<file path="src/rtl/rvvi_tx_arbiter.sv">
// RVVI TX arbiter: merges two AXI-stream frame sources onto one MAC stream
// with frame-atomic grants, inter-frame gap and max-length truncation.
module rvvi_tx_arbiter #(
  parameter int DATA_WIDTH = 32,
  parameter int IFG_CYCLES = 2,
  parameter int MAX_BEATS  = 512
) (
  input  logic                    clk,
  input  logic                    reset,
  input  logic [DATA_WIDTH-1:0]   S0Tdata,
  input  logic [DATA_WIDTH/8-1:0] S0Tkeep,
  input  logic                    S0Tvalid,
  input  logic                    S0Tlast,
  output logic                    S0Tready,
  input  logic [DATA_WIDTH-1:0]   S1Tdata,
  input  logic [DATA_WIDTH/8-1:0] S1Tkeep,
  input  logic                    S1Tvalid,
  input  logic                    S1Tlast,
  output logic                    S1Tready,
  output logic [DATA_WIDTH-1:0]   MTdata,
  output logic [DATA_WIDTH/8-1:0] MTkeep,
  output logic                    MTvalid,
  output logic                    MTlast,
  input  logic                    MTready,
  input  logic                    Prio1,
  input  logic                    ClearErr,
  output logic [1:0]              Grant,
  output logic                    FrameDone,
  output logic                    Truncated
);

  typedef enum logic [1:0] {
    IDLE,
    SEND,
    DRAIN,
    GAP
  } state_t;

  localparam logic [15:0] BEAT_LAST = 16'(MAX_BEATS - 1);
  localparam logic [7:0]  GAP_LAST  =
    8'((IFG_CYCLES > 0) ? IFG_CYCLES - 1 : 0);
  localparam state_t DONE_ST = (IFG_CYCLES > 0) ? GAP : IDLE;

  state_t state;
  state_t state_nxt;

  logic [1:0]  grant_q;
  logic        last1;
  logic [15:0] beat_cnt;
  logic [7:0]  gap_cnt;
  logic        trunc_q;

  logic                    sel1;
  logic                    src_valid;
  logic                    src_last;
  logic [DATA_WIDTH-1:0]   src_data;
  logic [DATA_WIDTH/8-1:0] src_keep;
  logic                    pick1;
  logic                    at_max;
  logic                    accept;
  logic                    trunc_hit;

  assign sel1      = grant_q[1];
  assign src_valid = sel1 ? S1Tvalid : S0Tvalid;
  assign src_last  = sel1 ? S1Tlast  : S0Tlast;
  assign src_data  = sel1 ? S1Tdata  : S0Tdata;
  assign src_keep  = sel1 ? S1Tkeep  : S0Tkeep;

  // requester 1 wins alone, on priority, or when 0 was served last
  assign pick1  = S1Tvalid & (~S0Tvalid | Prio1 | ~last1);
  assign at_max = (beat_cnt == BEAT_LAST);

  assign Grant     = grant_q;
  assign Truncated = trunc_q;

  // state register
  always_ff @(posedge clk or posedge reset) begin
    if (reset) state <= IDLE;
    else       state <= state_nxt;
  end

  // next state, stream muxing and handshakes
  always_comb begin
    state_nxt = state;
    MTvalid   = 1'b0;
    MTlast    = 1'b0;
    MTdata    = src_data;
    MTkeep    = src_keep;
    S0Tready  = 1'b0;
    S1Tready  = 1'b0;
    FrameDone = 1'b0;
    accept    = 1'b0;
    trunc_hit = 1'b0;
    unique case (state)
      IDLE: begin
        if (S0Tvalid | S1Tvalid) state_nxt = SEND;
      end
      SEND: begin
        MTvalid  = src_valid;
        MTlast   = src_last | at_max;
        S0Tready = ~sel1 & MTready;
        S1Tready = sel1 & MTready;
        accept   = src_valid & MTready;
        if (accept) begin
          if (src_last) begin
            FrameDone = 1'b1;
            state_nxt = DONE_ST;
          end else if (at_max) begin
            FrameDone = 1'b1;
            trunc_hit = 1'b1;
            state_nxt = DRAIN;
          end
        end
      end
      DRAIN: begin
        S0Tready = ~sel1;
        S1Tready = sel1;
        if (src_valid & src_last) state_nxt = DONE_ST;
      end
      GAP: begin
        if (gap_cnt == GAP_LAST) state_nxt = IDLE;
      end
      default: state_nxt = IDLE;
    endcase
  end

  // grant, round-robin history, beat/gap counters, error flag
  always_ff @(posedge clk or posedge reset) begin
    if (reset) begin
      grant_q  <= 2'b00;
      last1    <= 1'b1;
      beat_cnt <= 16'd0;
      gap_cnt  <= 8'd0;
      trunc_q  <= 1'b0;
    end else begin
      if (state == IDLE && state_nxt == SEND) begin
        grant_q  <= pick1 ? 2'b10 : 2'b01;
        last1    <= pick1;
        beat_cnt <= 16'd0;
      end else begin
        if (accept) beat_cnt <= beat_cnt + 16'd1;
        if (state_nxt == GAP || state_nxt == IDLE)
          grant_q <= 2'b00;
      end
      if (state == GAP) gap_cnt <= gap_cnt + 8'd1;
      else              gap_cnt <= 8'd0;
      if (trunc_hit)     trunc_q <= 1'b1;
      else if (ClearErr) trunc_q <= 1'b0;
    end
  end

endmodule
</file>
<file path="config.mk">
export PLATFORM = sky130hd
export DESIGN_NAME = rvvi_tx_arbiter
export DESIGN_NICKNAME = d
export VERILOG_FILES = /design/src/rtl/rvvi_tx_arbiter.sv
export SDC_FILE = /design/constraint.sdc
export NUM_CORES = 1
export LEC_CHECK = 0
export ABC_CLOCK_PERIOD_IN_PS = 3100
export BUFFER_PORTS_ARGS = -buffer_cell sky130_fd_sc_hd__buf_2
export CAP_MARGIN = 20
export CORE_ASPECT_RATIO = 0.5
export CORE_MARGIN = 5
export CORE_UTILIZATION = 44
export DETAILED_ROUTE_END_ITERATION = 12
export PLACE_DENSITY_LB_ADDON = 0.08
export SLEW_MARGIN = 25
export SYNTH_ARGS = -nofsm -noshare
export SYNTH_HDL_FRONTEND = slang
export SYNTH_SLANG_ARGS = --single-unit
</file>
<file path="constraint.sdc">
create_clock -name clk -period 3.1 [get_ports clk]
set_input_delay 0.31 -clock clk [delete_from_list [all_inputs] [get_ports clk]]
set_output_delay 0.31 -clock clk [all_outputs]
set_load 0.005 [all_outputs]
</file>
== Word level (Yosys, flattened, before mapping) ==
Cells that the tools add are included.
Word-level totals
  bits in registers: 30
  bits in latches: 0
  RAM bits: 0
  ROM bits: 0
  input port bits: 81
  output and inout port bits: 44
  word-level logic and storage cells: 65
  memories: 0
Operators by class
  add/sub/neg operators: 2
  multipliers: 0
  div/mod/pow operators: 0
  order comparisons: 0
  equal/unequal tests: 7
  shift-type cells: 0
  muxes and demuxes: 31
  bitwise gates (word level): 12
  reduce and logical (&&, ||, !) cells: 7
Operators by type and width (number)
  16-bit 2-to-1 mux: 2
  32-bit 2-to-1 mux: 1
  2-bit 2-to-1 mux: 9
  16-bit by 1-bit adder with 16-bit output (second input constant): 1
  16-bit by 9-bit == test with 1-bit output (second input constant): 1
  1-bit 2-to-1 mux: 14
  8-bit by 1-bit adder with 8-bit output (second input constant): 1
  8-bit by 1-bit == test with 1-bit output (second input constant): 1
  8-bit 2-to-1 mux: 1
  2-bit one-hot mux with 4 select lines: 1
  2-bit == test (second input constant): 3
  2-bit nonzero test: 3
  1-bit AND: 5
  2-bit by 1-bit == test with 1-bit output (second input constant): 2
  2-bit logical NOT: 2
  4-bit 2-to-1 mux: 1
  1-bit bitwise OR: 4
  1-bit one-hot mux with 2 select lines: 2
  1-bit inverter: 3
  1-bit logical AND: 1
  1-bit logical OR: 1

== Logic depth before layout (Yosys ltp) ==
  depth in word-level cells: 9
  mapped depth: 13
  gate-level depth less buffers: 11

== Least setup slack after synthesis ==
Ideal clock, no wire load.
  path kind: reg2reg
  start point: reg state[1]
  end point: reg beat_cnt[6]
  library setup time: 83 ps
  arrival: 2421 ps
  data required time: 3017 ps
  setup slack: 596 ps
  stages on the path, launching flop included: 13
  buffers on the path: 2
  period minus slack after synthesis: 2504 ps
  cells stage by stage: dfrtp_1 > inv_1 > ha_1 > and2_1 > clkbuf_4 > nand2_4 > a21oi_1 > o21ai_0 > ha_1 > and2_1 > clkbuf_1 > or4_1 > o21ai_0
On the way
  word-level cells in the longest chain between the ends: 7
  elaborated cells between the ends (all ways): 16
  classes of those cells: eq/ne: 4; mux: 9; reduce/logical: 3
Ends and longest elaborated chain
  from (decl): line 44  | state_t state;
  from (signal assigned): line 79  | else state <= state_nxt;
  2-bit 2-to-1 mux: line 108  | end else if (at_max) begin
  2-bit 2-to-1 mux: line 105  | if (src_last) begin
  2-bit 2-to-1 mux: line 104  | if (accept) begin
  2-bit one-hot mux with 4 select lines: line 94  | unique case (state)
  2-bit by 1-bit == test with 1-bit output: line 136  | if (state == IDLE && state_nxt == SEND) begin
  1-bit logical AND: line 136
  16-bit 2-to-1 mux / 2-bit nonzero test (equally long branches)
  to (signal assigned): line 141  | if (accept) beat_cnt <= beat_cnt + 16'd1;
  to (decl): line 49  | logic [15:0] beat_cnt;
Several ways; a longest one is shown, not always the timed one.
A chain may end at the register's enable or synchronous reset.

== Worst setup path after layout ==
Ends and elaborated chain as after synthesis.

==> flow_metrics.tcl <==
set metrics [dict create \
    gr-total-overflow 0 \
    fin_tns_setup_ns 0 \
    period_share_pct 88.5 \
    yosys_warnings 0 \
    final_common_cell "buf_2" \
    tightest_slew_ns 0.869 \
    crit_buf_inv 1 \
    core_um2 4860 \
    drt_first_iter_violations 67 \
    drive_gt1_share_pct 50.7 \
    cts_made_buffers 5 \
    synth_nets 313 \
    ys_seq_area_share_pct 34.5 \
    grt_max_degree 23 \
    post-route-min-period_ns 2.74 \
    status "complete, no violations" \
    viasPerCell 5.22 \
    worst-r2r-cell-count 10 \
    rsz0062_at_grt "false" \
    gp_congestion 0.909 \
    fin_hold_ws_ns 0.197 \
    leakage_nw 1.49 \
    die_w_um 109 \
    slew_violations 0 \
    drt-pass1-iter-count 4 \
    ctsResizeCount 0 \
    totalWireLength_um 6510 \
    drc 0 \
    initial_utilization_pct 44.8 \
    ys_async_sr_fraction_pct 100 \
    cap_violations 0 \
    die_area_um2 6540 \
    cp-startpoint "state[1]$_DFF_PP0_" \
    setup_violations 0 \
    worstPathMaxFanout 8 \
    final-hold-violation-count 0 \
    p_int_w 0.00101 \
    drtAntennaViolNets 0 \
    hold_path_class "primary input to asynchronous set/reset pin" \
    crit_family "simple AND/OR/NAND/NOR gates" \
    synth_area_um2 2180 \
    clkSinkCount 30 \
    grt_pass1_vias 2307 \
    vdd_ir_drop_max_uv 197 \
    rrSetupSlack_ns 0.36 \
    grt_usage_pct 20.9 \
    chipHeight_um 59.7 \
    rr_startpoint "state[1]$_DFF_PP0_" \
    crit_chain "inv_1 > ha_1 > and2_1 > nand2_4 > a21oi_1 > o21ai_0 > ha_1 > and2_1 > or4_1 > o21ai_0" \
    p_clk_share_pct 17.8 \
    end_kind "flip-flop" \
    rr_endpoint "beat_cnt[6]$_DFFE_PP0P_" \
    crit_type "flip-flop to flip-flop" \
    port_buffers 124 \
    htreeDepth 2 \
    wl_per_cell_um 15.5 \
    ctsLongestPathBuffers 2 \
    p_per_area_nw_per_um2 567 \
    critical_path.max_stage_delay_ns 0.52 \
    num_vias 2198 \
    synth_edf_count 0 \
    crit_required_ns 3.31 \
    relSlewSlack_pct 42.0 \
    syn_inst 224 \
    final_cell_mix "124 x buf_2, 36 x mux2_2, 28 x dfrtp_1" \
    antenna_found_initial 0 \
    antennaDiodeCount 0 \
    cp.arrival_ns 2.95 \
    post-dp-hpwl_um 5420 \
    grt_first_pass_wirelength_um 10600 \
    hold_buffers 0 \
    insertion_delay_ns 0.29 \
    cts_setup_buffers 0 \
    area_delta_synth_final_pct 36.0 \
    cts_root_buf "clkbuf_8" \
    swShare_pct 40.0 \
    io_pins 125 \
    seqPwrFrac_pct 30.0 \
    fin_nets 440 \
    path_clk_slew_ns 0.07 \
    p_switching_w 0.000671 \
    cp-start-kind "flip-flop" \
    fin_skew_ns 0.00722 \
    comb_power_share_pct 52.2 \
    rows 18 \
    fmax_mhz 364 \
    utilization_pct 60.9 \
    synthFlopType "dfrtp_1" \
    slowest_stage "or4_1" \
    cts_tree "built" \
    ys_types 43 \
    syn_avg_cell_area_um2 9.72 \
    ys_seq_elements 30 \
]
## state kept, by name, summed over array words and instances, names as in the netlist
register and cells:
state 2, Truncated 1, gap_cnt 8, beat_cnt 16
Grant 2, last1 1
## worst reg2reg max path, stage by stage (launching register included)
cell and delay, ns:
dfrtp_1 0.41, inv_1 0.14, ha_1 0.28, and2_1 0.35, nand2_4 0.12, a21oi_1 0.21, o21ai_0 0.11, ha_1 0.21
and2_1 0.24, or4_1 0.52, o21ai_0 0.08
## worst max path at each step
| stage | to | slack [ns] | cells past startpoint |
|---|---|---|---|
| 2_1_floorplan | beat_cnt[6]$_DFFE_PP0P_ | 0.60 | 12 |
| 4_1_cts | beat_cnt[6]$_DFFE_PP0P_ | 0.34 | 10 |
| 3_3_place_gp | beat_cnt[6]$_DFFE_PP0P_ | 0.48 | 10 |
| 6_report | beat_cnt[6]$_DFFE_PP0P_ | 0.36 | 10 |
| 5_1_grt | beat_cnt[6]$_DFFE_PP0P_ | 0.11 | 10 |
| 3_5_place_dp | beat_cnt[6]$_DFFE_PP0P_ | 0.35 | 10 |
## power groups by stage
stage | sequential [W] | clock [W] | combinational, W
floorplan | 0.000488 | 0 | 0.000583
global placement | 0.000504 | 0 | 0.000865
detailed placement | 0.000510 | 0 | 0.000881
CTS | 0.000503 | 0.000306 | 0.000883
global route | 0.000511 | 0.000319 | 0.000990
finish | 0.000503 | 0.000299 | 0.000876
## routing by layer
metal / vias to the layer above / share of wire [%] / GRT usage (%)
li1: 1073 / - / -
met1: 1042 / 41 / 24.0
met2: 70 / 48 / 35.5
met3: 13 / 9.0 / 9.17
met4: 0 / 1.9 / 6.93
met5: - / 0 / 0
## logic make-up (layout without fill, tap and decap cells)
family	Yosys count	in the layout	synth area share, %
xor gates and xnor gates	13	13	5.23
and+or+nand+nor	82	82	21.2
DFF	30	30	34.5
adders and majority gates	8	8	4.60
buffers and inverters	17	144	3.33
AOI/OAI and AO/OA	33	33	9.94
muxes	41	41	21.1
## layout make-up
cell class / instances / area (µm²)
inverter: 8 / 30.0
timing repair buffer: 129 / 658
clock buffer: 5 / 68.8
multi-input combinational: 177 / 1350
fill: 443 / 1900
clock inverter: 2 / 10.0
sequential: 30 / 753
tap: 70 / 87.6
## stage by stage
step	setup WS [ns]	power, W	std cells	cell area [µm²]
finish	0.356	0.00168	421	2960
global route	0.105	0.00182	421	2960
CTS	0.345	0.00169	421	2960
detailed placement	0.349	0.00139	414	2880
global placement	0.475	0.00137	414	2880
floorplan	0.596	0.00107	224	2180
## Yosys cell counts, drive strengths merged (2+ instances only)
library cell | number | area share, %
nor3b | 2 | 0.69
nand2b | 3 | 0.86
or3 | 2 | 0.57
o31ai | 6 | 2.1
nor4 | 3 | 0.86
nor2b | 2 | 0.57
nand2 | 14 | 2.8
mux2i | 4 | 1.8
ha | 8 | 4.6
nor2 | 17 | 2.9
and2 | 9 | 2.6
mux2 | 37 | 19
and4 | 4 | 1.6
o21ai | 8 | 1.8
xor2 | 7 | 2.8
clkbuf | 8 | 1.6
xnor2 | 6 | 2.4
or4 | 3 | 1.0
nand3 | 11 | 3.1
a21oi | 7 | 1.6
dfrtp | 29 | 33
o211ai | 3 | 1.0
nand4 | 6 | 1.7
inv | 8 | 1.4
o311ai | 2 | 0.80
and3 | 3 | 0.86
No activity file was read; power rests on OpenSTA's default activity.
